<file path="src/rtl/adder_prefix_seq_pkg.sv">
// Shared width default, stage-count derivation and FSM encodings for the
// iterative Kogge-Stone prefix adder.
`ifndef LEN_DATA
`define LEN_DATA 32
`endif

package adder_prefix_seq_pkg;

    localparam int LEN_DATA_DEF = `LEN_DATA;

    function automatic int clog2(input int n);
        int r;
        r = 0;
        for (int i = 0; i < 31; i++) begin
            if ((1 << i) < n) begin
                r = i + 1;
            end
        end
        return r;
    endfunction

    typedef enum logic [1:0] {
        ST_IDLE   = 2'd0,
        ST_PREFIX = 2'd1,
        ST_DONE   = 2'd2
    } state_t;

endpackage

</file>
<file path="src/rtl/adder_prefix_seq_span.sv">
// One generic Kogge-Stone prefix row: span 2^k selected at run time.
// Purely combinational; bits below the span pass straight through.
module gp_cell (
    input  logic i_gl,
    input  logic i_pl,
    input  logic i_gr,
    input  logic i_pr,
    output logic o_g,
    output logic o_p
);
    assign o_g = i_gl | (i_pl & i_gr);
    assign o_p = i_pl & i_pr;
endmodule

module adder_prefix_span
    import adder_prefix_seq_pkg::*;
#(
    parameter int LEN_DATA = LEN_DATA_DEF,
    parameter int KW       = 3
) (
    input  logic [LEN_DATA-1:0] i_g,
    input  logic [LEN_DATA-1:0] i_p,
    input  logic [KW-1:0]       i_k,
    output logic [LEN_DATA-1:0] o_g,
    output logic [LEN_DATA-1:0] o_p
);
    logic [31:0]         w_span;
    logic [LEN_DATA-1:0] w_g_sh;
    logic [LEN_DATA-1:0] w_p_sh;
    logic [LEN_DATA-1:0] w_low;
    logic [LEN_DATA-1:0] w_g_cell;
    logic [LEN_DATA-1:0] w_p_cell;

    // Shifting left by the span lines bit i up with its right operand i-2^k.
    always_comb begin
        w_span = 32'd1 << i_k;
        w_g_sh = i_g << w_span;
        w_p_sh = i_p << w_span;
        w_low  = (LEN_DATA'(1) << w_span) - LEN_DATA'(1);
    end

    for (genvar i = 0; i < LEN_DATA; i++) begin : g_cell
        gp_cell u_cell (
            .i_gl (i_g[i]),
            .i_pl (i_p[i]),
            .i_gr (w_g_sh[i]),
            .i_pr (w_p_sh[i]),
            .o_g  (w_g_cell[i]),
            .o_p  (w_p_cell[i])
        );
    end

    assign o_g = (w_low & i_g) | (~w_low & w_g_cell);
    assign o_p = (w_low & i_p) | (~w_low & w_p_cell);

endmodule

</file>
<file path="src/rtl/adder_prefix_seq.sv">
// Multi-cycle Kogge-Stone add/sub: one prefix row reused for STAGES cycles.
// Result valid STAGES cycles after accept; held stable until out_ready.
module adder_prefix_seq
    import adder_prefix_seq_pkg::*;
#(
    parameter int LEN_DATA = LEN_DATA_DEF
) (
    input  logic                clk,
    input  logic                rst,
    input  logic                in_valid,
    output logic                in_ready,
    input  logic [LEN_DATA-1:0] a,
    input  logic [LEN_DATA-1:0] b,
    input  logic                cin,
    input  logic                sub,
    output logic                out_valid,
    input  logic                out_ready,
    output logic [LEN_DATA-1:0] sum,
    output logic                cout,
    output logic                overflow
);
    localparam int STAGES = clog2(LEN_DATA);
    localparam int KW     = clog2(STAGES + 1);

    state_t              r_state;
    logic [KW-1:0]       r_k;
    logic [LEN_DATA-1:0] r_g;
    logic [LEN_DATA-1:0] r_p;
    logic [LEN_DATA-1:0] r_h;
    logic                r_c0;

    logic [LEN_DATA-1:0] w_bb;
    logic                w_c0;
    logic [LEN_DATA-1:0] w_h;
    logic [LEN_DATA-1:0] w_g_init;
    logic [LEN_DATA-1:0] w_g_nxt;
    logic [LEN_DATA-1:0] w_p_nxt;
    logic [LEN_DATA-1:0] w_c;

    // Carry-in is folded into G[0] so the prefix tree needs no extra column.
    always_comb begin
        w_bb        = sub ? ~b : b;
        w_c0        = sub | cin;
        w_h         = a ^ w_bb;
        w_g_init    = a & w_bb;
        w_g_init[0] = (a[0] & w_bb[0]) | (w_h[0] & w_c0);
    end

    adder_prefix_span #(
        .LEN_DATA (LEN_DATA),
        .KW       (KW)
    ) u_span (
        .i_g (r_g),
        .i_p (r_p),
        .i_k (r_k),
        .o_g (w_g_nxt),
        .o_p (w_p_nxt)
    );

    always_ff @(posedge clk or posedge rst) begin
        if (rst) begin
            r_state <= ST_IDLE;
            r_k     <= '0;
            r_g     <= '0;
            r_p     <= '0;
            r_h     <= '0;
            r_c0    <= 1'b0;
        end else begin
            case (r_state)
                ST_IDLE: begin
                    if (in_valid) begin
                        r_g     <= w_g_init;
                        r_p     <= w_h;
                        r_h     <= w_h;
                        r_c0    <= w_c0;
                        r_k     <= '0;
                        r_state <= ST_PREFIX;
                    end
                end
                ST_PREFIX: begin
                    r_g <= w_g_nxt;
                    r_p <= w_p_nxt;
                    r_k <= r_k + KW'(1);
                    if (r_k == KW'(STAGES - 1)) begin
                        r_state <= ST_DONE;
                    end
                end
                ST_DONE: begin
                    if (out_ready) begin
                        r_state <= ST_IDLE;
                    end
                end
                default: begin
                    r_state <= ST_IDLE;
                    r_k     <= '0;
                end
            endcase
        end
    end

    assign w_c       = {r_g[LEN_DATA-2:0], r_c0};
    assign sum       = r_h ^ w_c;
    assign cout      = r_g[LEN_DATA-1];
    assign overflow  = w_c[LEN_DATA-1] ^ r_g[LEN_DATA-1];
    assign in_ready  = (r_state == ST_IDLE) && !rst;
    assign out_valid = (r_state == ST_DONE);

endmodule

</file>
<file path="config.mk">
export PLATFORM = sky130hd
export DESIGN_NAME = adder_prefix_seq
export DESIGN_NICKNAME = d
export VERILOG_FILES = /design/src/rtl/adder_prefix_seq_pkg.sv /design/src/rtl/adder_prefix_seq_span.sv /design/src/rtl/adder_prefix_seq.sv
export SDC_FILE = /design/constraint.sdc
export NUM_CORES = 1
export LEC_CHECK = 0
export BUFFER_PORTS_ARGS = -buffer_cell sky130_fd_sc_hd__buf_2
export CORE_UTILIZATION = 28
export CTS_CLUSTER_SIZE = 14
export DETAILED_ROUTE_END_ITERATION = 10
export PLACE_DENSITY = 0.57
export SLEW_MARGIN = 20
export SYNTH_ARGS = -nofsm -noshare
export SYNTH_HDL_FRONTEND = slang
export SYNTH_HIERARCHICAL = 1
export SYNTH_SLANG_ARGS = --single-unit
</file>
<file path="constraint.sdc">
create_clock -name clk -period 3.4 [get_ports clk]
set_input_delay 0.68 -clock clk [delete_from_list [all_inputs] [get_ports clk]]
set_output_delay 0.68 -clock clk [all_outputs]
set_load 0.02 [all_outputs]
</file>
== Yosys cells after proc, flatten, opt, wreduce, memory -nomap -nowiden ==
Cells that the tools add are included.
Storage, ports and cells
  input port bits: 70
  register bits after elaboration: 102
  output and inout bits: 36
  logic and storage cells: 150
Operators by class
  shift operators: 4
  eq/ne operators: 6
  bitwise gates (word level): 113
  multiplexer cells: 11
  add/subtract/negate cells: 2
  reductions and logical operators: 8
Operators by type and width (count)
  32-bit AND: 5
  32-bit case mux with 2 select lines: 2
  32-bit 2-to-1 mux: 3
  1-bit AND: 66
  32-bit inverter: 2
  32-bit bitwise OR: 2
  32-bit by 32-bit left shift with 32-bit output: 2
  32-bit XOR: 2
  1-bit bitwise OR: 34
  1-bit by 3-bit left shift with 32-bit output (first input constant): 1
  1-bit by 32-bit left shift with 32-bit output (first input constant): 1
  32-bit by 2-bit subtractor with 32-bit output (second input constant): 1
  3-bit case mux with 3 select lines: 1
  2-bit 2-to-1 mux: 3
  2-bit case mux with 3 select lines: 1
  2-bit AND reduction: 3
  2-bit != test (second input constant): 2
  3-bit by 1-bit adder with 3-bit output (second input constant): 1
  3-bit equality test (second input constant): 1
  3-bit 2-to-1 mux: 1
  3-bit AND reduction: 1
  2-bit by 1-bit equality test with 1-bit output (second input constant): 1
  2-bit equality test (second input constant): 1
  2-bit zero test: 1
  other kinds (6): 6

== Longest topological paths before layout ==
Gate-level depths: netlist of run 1.
  word-level depth: 7
  mapped depth: 12
  mapped depth without buffers: 9

== Cells and area by module ==
The synthesis of run 1 kept the hierarchy.
By module, submodules not included
  adder_prefix_seq: cells an instance 487, area each 5511.5 um^2, sequential area each 2552.4 um^2, instances 1
  adder_prefix_span: cells an instance 403, area each 3459.6 um^2, sequential area each 0.0 um^2, instances 1
  gp_cell: cells an instance 2, area each 15.0 um^2, sequential area each 0.0 um^2, instances 31

== Worst setup path before layout of run 1 ==
No wires, ideal clock.
  path kind: register -> register
  start point: register r_k[0]
  end point: register r_p[8]
  period minus slack after synthesis: 2.505 ns
  cell stages (with the launch flop): 11
  path buffers: 2
  required time: 3.282 ns
  setup time: 0.118 ns
  data arrival time: 2.387 ns
  slack: 0.895 ns
  cells stage by stage: dfrtp_1 > buf_6 > buf_4 > mux4_2 > and2_1 > and2_2 > and3b_1 > a311oi_1 > o32ai_1 > a22o_1 > a21o_1
On the way
  elaborated cells between the ends (all ways): 10
  classes of those cells: add/sub (1); shift (3); mux (1); bitwise (5)
RTL lines
  start: declaration: line adder_prefix_seq.sv:26  | logic [KW-1:0] r_k;
  start signal: assignment: line adder_prefix_seq.sv:83  | r_k <= r_k + KW'(1);
  1-bit by 3-bit left shift with 32-bit output: line adder_prefix_seq_span.sv:36  | w_span = 32'd1 << i_k;
  32-bit by 32-bit left shift with 32-bit output: line adder_prefix_seq_span.sv:38  | w_p_sh = i_p << w_span;
  named net u_span.w_p_sh[8]: line adder_prefix_seq_span.sv:29  | logic [LEN_DATA-1:0] w_p_sh;
  1-bit AND: line adder_prefix_seq_span.sv:12  | assign o_p = i_pl & i_pr;
  named net u_span.w_p_cell[8]: line adder_prefix_seq_span.sv:32  | logic [LEN_DATA-1:0] w_p_cell;
  32-bit AND: line adder_prefix_seq_span.sv:54  | assign o_p = (w_low & i_p) | (~w_low & w_p_cell);
  32-bit bitwise OR: line adder_prefix_seq_span.sv:54
  named net w_p_nxt[8]: line adder_prefix_seq.sv:37  | logic [LEN_DATA-1:0] w_p_nxt;
  32-bit case mux with 2 select lines: line adder_prefix_seq.sv:69  | case (r_state)
  end signal: assignment: line adder_prefix_seq.sv:73  | r_p <= w_h;
  end signal: assignment: line adder_prefix_seq.sv:82  | r_p <= w_p_nxt;
  end: declaration: line adder_prefix_seq.sv:28  | logic [LEN_DATA-1:0] r_p;
The timed path passes the listed nets, and every way through them passes these cells.
A chain may end at the register's enable or synchronous reset.

== Worst setup path in the final report of run 1 ==
  start point: register r_k[0]
  end point: register r_g[14]
On the way
  word-level cells in the longest chain between the ends: 7
  elaborated cells between the ends (all ways): 11
  classes of those cells: add/sub (1); shift (3); mux (1); bitwise (6)
RTL lines
  1-bit by 3-bit left shift with 32-bit output: line adder_prefix_seq_span.sv:36
  32-bit by 32-bit left shift with 32-bit output: line adder_prefix_seq_span.sv:37  | w_g_sh = i_g << w_span;
  named net u_span.w_g_sh[14]: line adder_prefix_seq_span.sv:28  | logic [LEN_DATA-1:0] w_g_sh;
  1-bit AND: line adder_prefix_seq_span.sv:11  | assign o_g = i_gl | (i_pl & i_gr);
  1-bit bitwise OR: line adder_prefix_seq_span.sv:11
  named net u_span.w_g_cell[14]: line adder_prefix_seq_span.sv:31  | logic [LEN_DATA-1:0] w_g_cell;
  32-bit AND: line adder_prefix_seq_span.sv:53  | assign o_g = (w_low & i_g) | (~w_low & w_g_cell);
  32-bit bitwise OR: line adder_prefix_seq_span.sv:53
  named net w_g_nxt[14]: line adder_prefix_seq.sv:36  | logic [LEN_DATA-1:0] w_g_nxt;
  32-bit case mux with 2 select lines: line adder_prefix_seq.sv:69
  end signal: assignment: line adder_prefix_seq.sv:72  | r_g <= w_g_init;
  end signal: assignment: line adder_prefix_seq.sv:81  | r_g <= w_g_nxt;
  end: declaration: line adder_prefix_seq.sv:27  | logic [LEN_DATA-1:0] r_g;
The timed path passes the listed nets, and every way through them passes these cells.

==> key figures, run 1 <==
Run status
  – Status: completed

Worst setup path
  – CP Capture Type: flip-flop
  – Startpoint types: flip-flop
  – Largest fanout on the critical path: 18
  – CP max-delay cell: dfrtp_4
  – Crit-path max cell delay: approximately 0.6 ns
  – Worst R2R Start: r_k[0]$_DFFE_PP0P_
  – CP Launch Point: r_k[0]$_DFFE_PP0P_
  – Cell repeated most along the worst path: buf_4
  – Worst Path Required: 3.63 ns
  – CP arrival: 3.00 ns
  – Crit Path Category: reg2reg
  – Worst path cell trace: buf_4 > buf_4 > mux4_2 > and2_1 > a21o_1 > mux2_2 > a22oi_1 > o21ai_0

Timing
  – Fin crit period: ~2.8 ns
  – Achievable frequency: around 0.36 GHz
  – Final TNS setup: 0 ns
  – Tcrit/Tclk final: 0.815
  – Final setup fails: 0
  – RSZ-0062 raised after global routing: false
  – Fin. Hold Viols: 0
  – Slew @ Worst Pin: around 0.97 ns
  – Skew final: between 0.015 and 0.02 ns
  – Slew headroom: 0.353
  – Max-slew violations: 0

Clocking
  – Post-CTS Resized: 0
  – Clock slew at reported path FFs: 0.08 ns
  – Post-CTS setup buffers: 0
  – CTS Buf Count: 9
  – Root Driver: clkbuf_16
  – CTS tree: done
  – Hold Buf Count CTS: 0
  – H-tree Lvls: 3
  – CTS Sinks: around 100
  – Clk_lat worst skew: ~0.37 ns
  – Longest Clk Path Bufs: 2

Route
  – Post-route ant nets: 0
  – First-pass DRT Iterations: 7
  – # DRC: 0
  – Vias/cell: ~5.3
  – Post-Route WL: 30.0 mm
  – Wirelength per Cell: between 20 and 25 µm
  – Via count: roughly 7,800
  – Drt initial violations: approximately 570

Yosys
  – Synth top area cells: dfrtp_1, mux2_2, xor2_1
  – Sequential element share of the synthesized area: 0.270
  – Synthesized area per cell: 9.91 µm²
  – Post-synth top area cell: dfrtp_1
  – Synthesis-stage register bit count: 102
  – Distinct cells, synth: slightly below 60
  – Ys async rst share: 1.00
  – Main synth FF type: dfrtp_1
  – Mapped Cells: about 950
  – Synth warn: 6
  – EDFF count, synth: 0
  – Synth Cell Area: between 9000 and 10,000 µm²
  – Synth top area share: 0.270
  – Post-Synthesis Net Count: 1,057

Power
  – Max VDD drop: roughly 430 µV
  – Static leakage: 4.92 nW
  – Pwr per Cell Area: ~970 nW/µm²

Floorplan
  – DIE AREA: 34,400 µm²
  – Die H: about 190 µm
  – Row count: 66
  – I/O pin count: roughly 110
  – Core box area: between 30,000 and 40,000 µm²
  – Die width: between 150 and 200 µm
  – Initial core utilization: 0.287

Placement
  – Routability cong.: between 0.9 and 1
  – Hpwl dp: 20.9 mm
  – DP Area: just over 10,000 µm²
  – Port Buffer Count: about 110

Global route
  – GRT Residual Overflow: 0
  – Vias in the first global route: 7,676
  – First-pass GRT wire length: ~47 mm
  – Initial antenna violation count: 0
  – Gr usage total: 0.179
  – Largest net degree at the start of global routing: approximately 90

Final layout
  – Area Growth Syn to Fin: 12.9%
  – Share of cells above drive strength 1: 0.307
  – Final Instance Area: 10,700 µm²
  – Antenna diode count: 0
  – Final #Nets: approximately 1,100

Run
  – Max-cap violations: 0

Hold path
  – Worst hold path type: in2async
-- state kept, by name, indices dropped and copies added (netlist names) --
register / cells
r_k: 3
r_g: 32
r_p: 32
r_c0: 1
r_state: 2
r_h: 32
-- synthesized netlist by cell type, drive strengths merged, types with 5 or more instances --
library cell	number
buf	64
and3b	5
ha	35
a22o	32
dfrtp	102
and2	50
xor2	65
a2bb2oi	9
nor2b	55
a211oi	23
a21oi	45
clkbuf	22
mux2i	36
nand2b	11
a31oi	5
a22oi	32
o32ai	12
inv	13
a21o	64
o22ai	10
nand2	29
a21boi	8
nand3	5
mux2	90
nor2	10
mux4	25
o21ai	55
-- critical path, delay by kind of cell, from the launching register on --
kind            cells  cell delay [ns]
flops               1             0.61
mux                 2             0.79
buf+inv             2             0.65
compound gates      3             0.40
simple gates        1             0.17
-- metal layers --
layer / vias to the layer above / GRT usage / part of all wire / wire [µm]
li1: 3654 / - / - / -
met1: 3875 / 0.257 / 0.49 / 14600
met2: 234 / 0.281 / 0.45 / 13600
met3: 24 / 0.0213 / 0.044 / 1320
met4: 0 / 0.0449 / 0.015 / 448
met5: - / 0 / 0 / 0
-- layout by cell type (no fill, tap or decap), drive strengths merged, types with 9 or more instances in the layout --
cell,Yosys,final
nor2b,55,55
a22oi,32,32
xor2,65,65
dfrtp,102,102
a21o,64,64
o22ai,10,10
o21ai,55,55
nor2,10,10
a21oi,45,45
a2bb2oi,9,9
nand2b,11,11
mux2i,36,36
o32ai,12,12
mux2,90,90
a211oi,23,23
clkbuf,22,10
inv,13,16
ha,35,35
nand2,29,29
buf,64,134
and2,50,50
mux4,25,25
a22o,32,32
-- path summary, 6_finish.rpt --
check	end	slack (ns)	depth (start not counted)
max in group asynchronous	r_p[21]$_DFFE_PP0P_	2.31	3
setup / recovery	r_g[14]$_DFFE_PP0P_	0.63	8
min in group clk	r_h[15]$_DFFE_PP0P_	0.53	1
hold reg to reg	r_h[15]$_DFFE_PP0P_	0.53	1
hold / removal	r_h[3]$_DFFE_PP0P_	0.32	2
setup reg to reg	r_g[14]$_DFFE_PP0P_	0.63	8
-- report_power, final --
| part | switching (W) | internal [W] | total, W |
|---|---|---|---|
| clock | 0.000535 | 0.000599 | 0.00113 |
| combinational | 0.00334 | 0.00302 | 0.00637 |
| sequential | 0.00112 | 0.00175 | 0.00287 |
-- cell families after synthesis --
kind of cell / after synthesis / share of synthesized area
muxes: 151 / 0.210
adders and majority gates: 36 / 0.0475
other: 1 / 0.000397
xor gates and xnor gates: 68 / 0.0631
AOI/OAI and AO/OA: 313 / 0.232
and+or+nand+nor: 181 / 0.119
buffers and inverters: 100 / 0.0574
DFF: 102 / 0.270
-- stage by stage --
step | setup WS (ns) | hold WS, ns | total power, W | util | cells
2_1_floorplan | 0.0445 | 0.480 | 0.00739 | - | 952
4_1_cts | 0.652 | 0.330 | 0.0104 | 0.324 | 1458
5_1_grt | 0.499 | 0.344 | 0.0111 | 0.324 | 1458
3_5_place_dp | 0.675 | 0.516 | 0.00923 | 0.315 | 1442
6_report | 0.631 | 0.318 | 0.0104 | 0.324 | 1458
3_3_place_gp | 0.685 | 0.497 | 0.00920 | 0.315 | 1442
-- cell type report --
class                           count  area (µm²)
Multi-Input combinational cell    750        6360
Timing Repair Buffer              134         818
Clock buffer                       10         239
Tap cell                          442         553
Fill cell                        3496       22200
Sequential cell                   102        2560
Inverter                           14        55.1
Clock inverter                      6        66.3
Power figures use the tool's default switching activity.
==> run 2, diff against run 1 <==
==> constraint.sdc (replaced) <==
create_clock -name clk -period 2.4 [get_ports clk]
set_input_delay 0.48 -clock clk [delete_from_list [all_inputs] [get_ports clk]]
set_output_delay 0.48 -clock clk [all_outputs]
set_load 0.02 [all_outputs]
==> run 2 against run 1 <==
The run now ends with negative setup slack left. Register-to-register slack lost 0.66 ns. Clock power grew 50%. Largest cell class unchanged. Combinational power grew 68%. Final area grew 7.6%. Worst hold slack lost 0.24 ns. Highest routed layer unchanged.
==> key figures, run 2 (synthesis results as in run 1) <==
Timing
  – Slew @ Worst Pin: 0.660 ns
  – Tcrit/Tclk final: 1.01
  – Max-slew violations: 0
  – Skew final: 0.00791 ns
  – Final worst slack: -0.0325 ns
  – Final setup fails: 2
  – Smallest hold slack: between 0.07 and 0.08 ns
  – Achievable frequency: between 0.4 and 0.5 GHz
  – Fin. Hold Viols: 0
  – Final TNS setup: -0.0347 ns
  – RSZ-0062 raised after global routing: true
  – Slew headroom: 0.560
  – Fin crit period: between 2 and 2.5 ns

Power
  – Static leakage: 5.35 nW
  – Sw frac: 0.460
  – Power Internal: around 0.0087 W
  – Share of power burned in registers: 0.227
  – Max VDD drop: 553 µV
  – Power Total: 0.0161 W
  – NetSw: roughly 0.0074 W
  – Clk pwr share: 0.105
  – Pwr per Cell Area: about 1400 nW/µm²
  – Gate power share: 0.668

Floorplan
  – Core box area: roughly 33,000 µm²
  – DIE AREA: around 34,000 µm²
  – Die H: 186 µm
  – I/O pin count: around 110
  – Die width: ~190 µm
  – Initial core utilization: 0.287
  – Row count: 66

Worst setup path
  – Crit Path Category: reg2reg
  – Largest fanout on the critical path: 11
  – CP arrival: about 2.7 ns
  – Startpoint types: flip-flop
  – R2R setup slack: -0.03 ns
  – CP Capture Type: flip-flop
  – Worst Path Required: between 2 and 3 ns

Global route
  – First-pass GRT wire length: between 40 and 50 mm
  – Largest net degree at the start of global routing: 66
  – Vias in the first global route: ~7,700
  – GRT Residual Overflow: 0
  – Initial antenna violation count: 0
  – Gr usage total: 0.180

Final layout
  – Area Growth Syn to Fin: 21.5%
  – Commonest non-fill, non-tap cell in the layout: buf_2
  – Final #Nets: about 1,200
  – Share of cells above drive strength 1: 0.368
  – Commonest non-fill, non-tap cells in the layout: buf_2, dfrtp_1, mux2_2, buf_4, xor2_1
  – Regs by FF count: r_g: 32 flops, r_h: 32 flops, r_p: 32 flops
  – Antenna diode count: 0

Run status
  – Status: finished, violations left
  – Failing checks: negative setup slack

Route
  – # DRC: 0
  – Wirelength per Cell: ~20 µm
  – Vias/cell: 5.30
  – Post-Route WL: just over 30 mm
  – First-pass DRT Iterations: 5
  – Via count: slightly above 8,000
  – Drt initial violations: between 500 and 600
  – Post-route ant nets: 0

Clocking
  – Hold Buf Count CTS: 0
  – Clk_lat worst skew: roughly 0.36 ns
  – Clock slew at reported path FFs: around 0.070 ns
  – CTS Sinks: 102
  – H-tree Lvls: 3
  – Root Driver: clkbuf_16
  – Longest Clk Path Bufs: 2
  – CTS tree: done
  – CTS Buf Count: 9

Hold path
  – Worst hold path type: in2async

Placement
  – Routability cong.: between 0.9 and 1
  – Port Buffer Count: between 100 and 150
  – Hpwl dp: between 20 and 25 mm

Run
  – Max-cap violations: 0
run 2: cell count changes in the layout (fill, tap and decap cells not counted), moves of 3 or more:
cell / change
buf_4: +50
buf_6: +3
o21ai_1: +7
buf_12: +10
and2_1: -3
and2_4: +5
a22oi_1: -3
o21ai_0: -7
a22oi_2: +3
clkbuf_16: +3
inv_6: -3
run 2: path summary, 6_finish.rpt:
| check | cells past startpoint | to | from |
|---|---|---|---|
| hold reg to reg | 1 | r_p[31]$_DFFE_PP0P_ | r_p[31]$_DFFE_PP0P_ |
| min in group clk | 3 | r_state[1]$_DFFE_PP0P_ | out_ready |
| setup / recovery | 9 | r_p[30]$_DFFE_PP0P_ | r_k[0]$_DFFE_PP0P_ |
| max in group asynchronous | 3 | r_g[0]$_DFFE_PP0P_ | rst |
| setup reg to reg | 9 | r_p[30]$_DFFE_PP0P_ | r_k[0]$_DFFE_PP0P_ |
| hold / removal | 2 | r_p[3]$_DFFE_PP0P_ | rst |
run 2: worst max-delay path, stage by stage, from the launching register on:
cell,delay (ns)
dfrtp_4,0.55
buf_4,0.17
clkbuf_16,0.17
o21a_4,0.21
buf_4,0.14
o21ai_4,0.23
clkbuf_16,0.22
mux2_4,0.31
a22o_1,0.19
a21o_1,0.14
run 2: routing by layer:
metal | part of all wire | global-route usage
met1 | 0.47 | 0.252
met2 | 0.46 | 0.283
met3 | 0.047 | 0.0266
met4 | 0.018 | 0.0564
met5 | 0 | 0
run 2: repair_timing:
action                                 4_1_cts  5_1_grt
endpoints found under the hold margin        0        0
setup endpoints to repair                    9       26
pin swaps                                    0       11
gates resized for setup                      1       35
gates cloned                                 0        3
setup buffers                                1        8
run 2: power by group through the flow:
| stage | sequential, W | combinational, W | clock [W] |
|---|---|---|---|
| 2_1_floorplan | 0.00331 | 0.00721 | 0 |
| 3_3_place_gp | 0.00367 | 0.0101 | 0 |
| 3_5_place_dp | 0.00368 | 0.0102 | 0 |
| 4_1_cts | 0.00365 | 0.0102 | 0.00174 |
| 5_1_grt | 0.00377 | 0.0116 | 0.00179 |
| 6_report | 0.00365 | 0.0107 | 0.00169 |
run 2: through the flow:
step | instance area, µm² | util | std cells | setup WS [ns]
5_1_grt | 11500 | 0.349 | 1523 | -0.0927
4_1_cts | 11200 | 0.341 | 1512 | 0.00656
3_5_place_dp | 10900 | 0.331 | 1496 | -0.0703
3_3_place_gp | 10900 | 0.331 | 1496 | -0.00717
6_report | 11500 | 0.349 | 1523 | -0.0325
2_1_floorplan | 9460 | - | 952 | 0.0252
run 2: cell type report:
| type | count | area [µm²] |
|---|---|---|
| Inverter | 14 | 57.6 |
| Timing Repair Buffer | 200 | 1500 |
| Clock inverter | 3 | 67.6 |
| Fill cell | 3427 | 21400 |
| Clock buffer | 12 | 256 |
| Multi-Input combinational cell | 750 | 6470 |
| Tap cell | 442 | 553 |
| Sequential cell | 102 | 2560 |
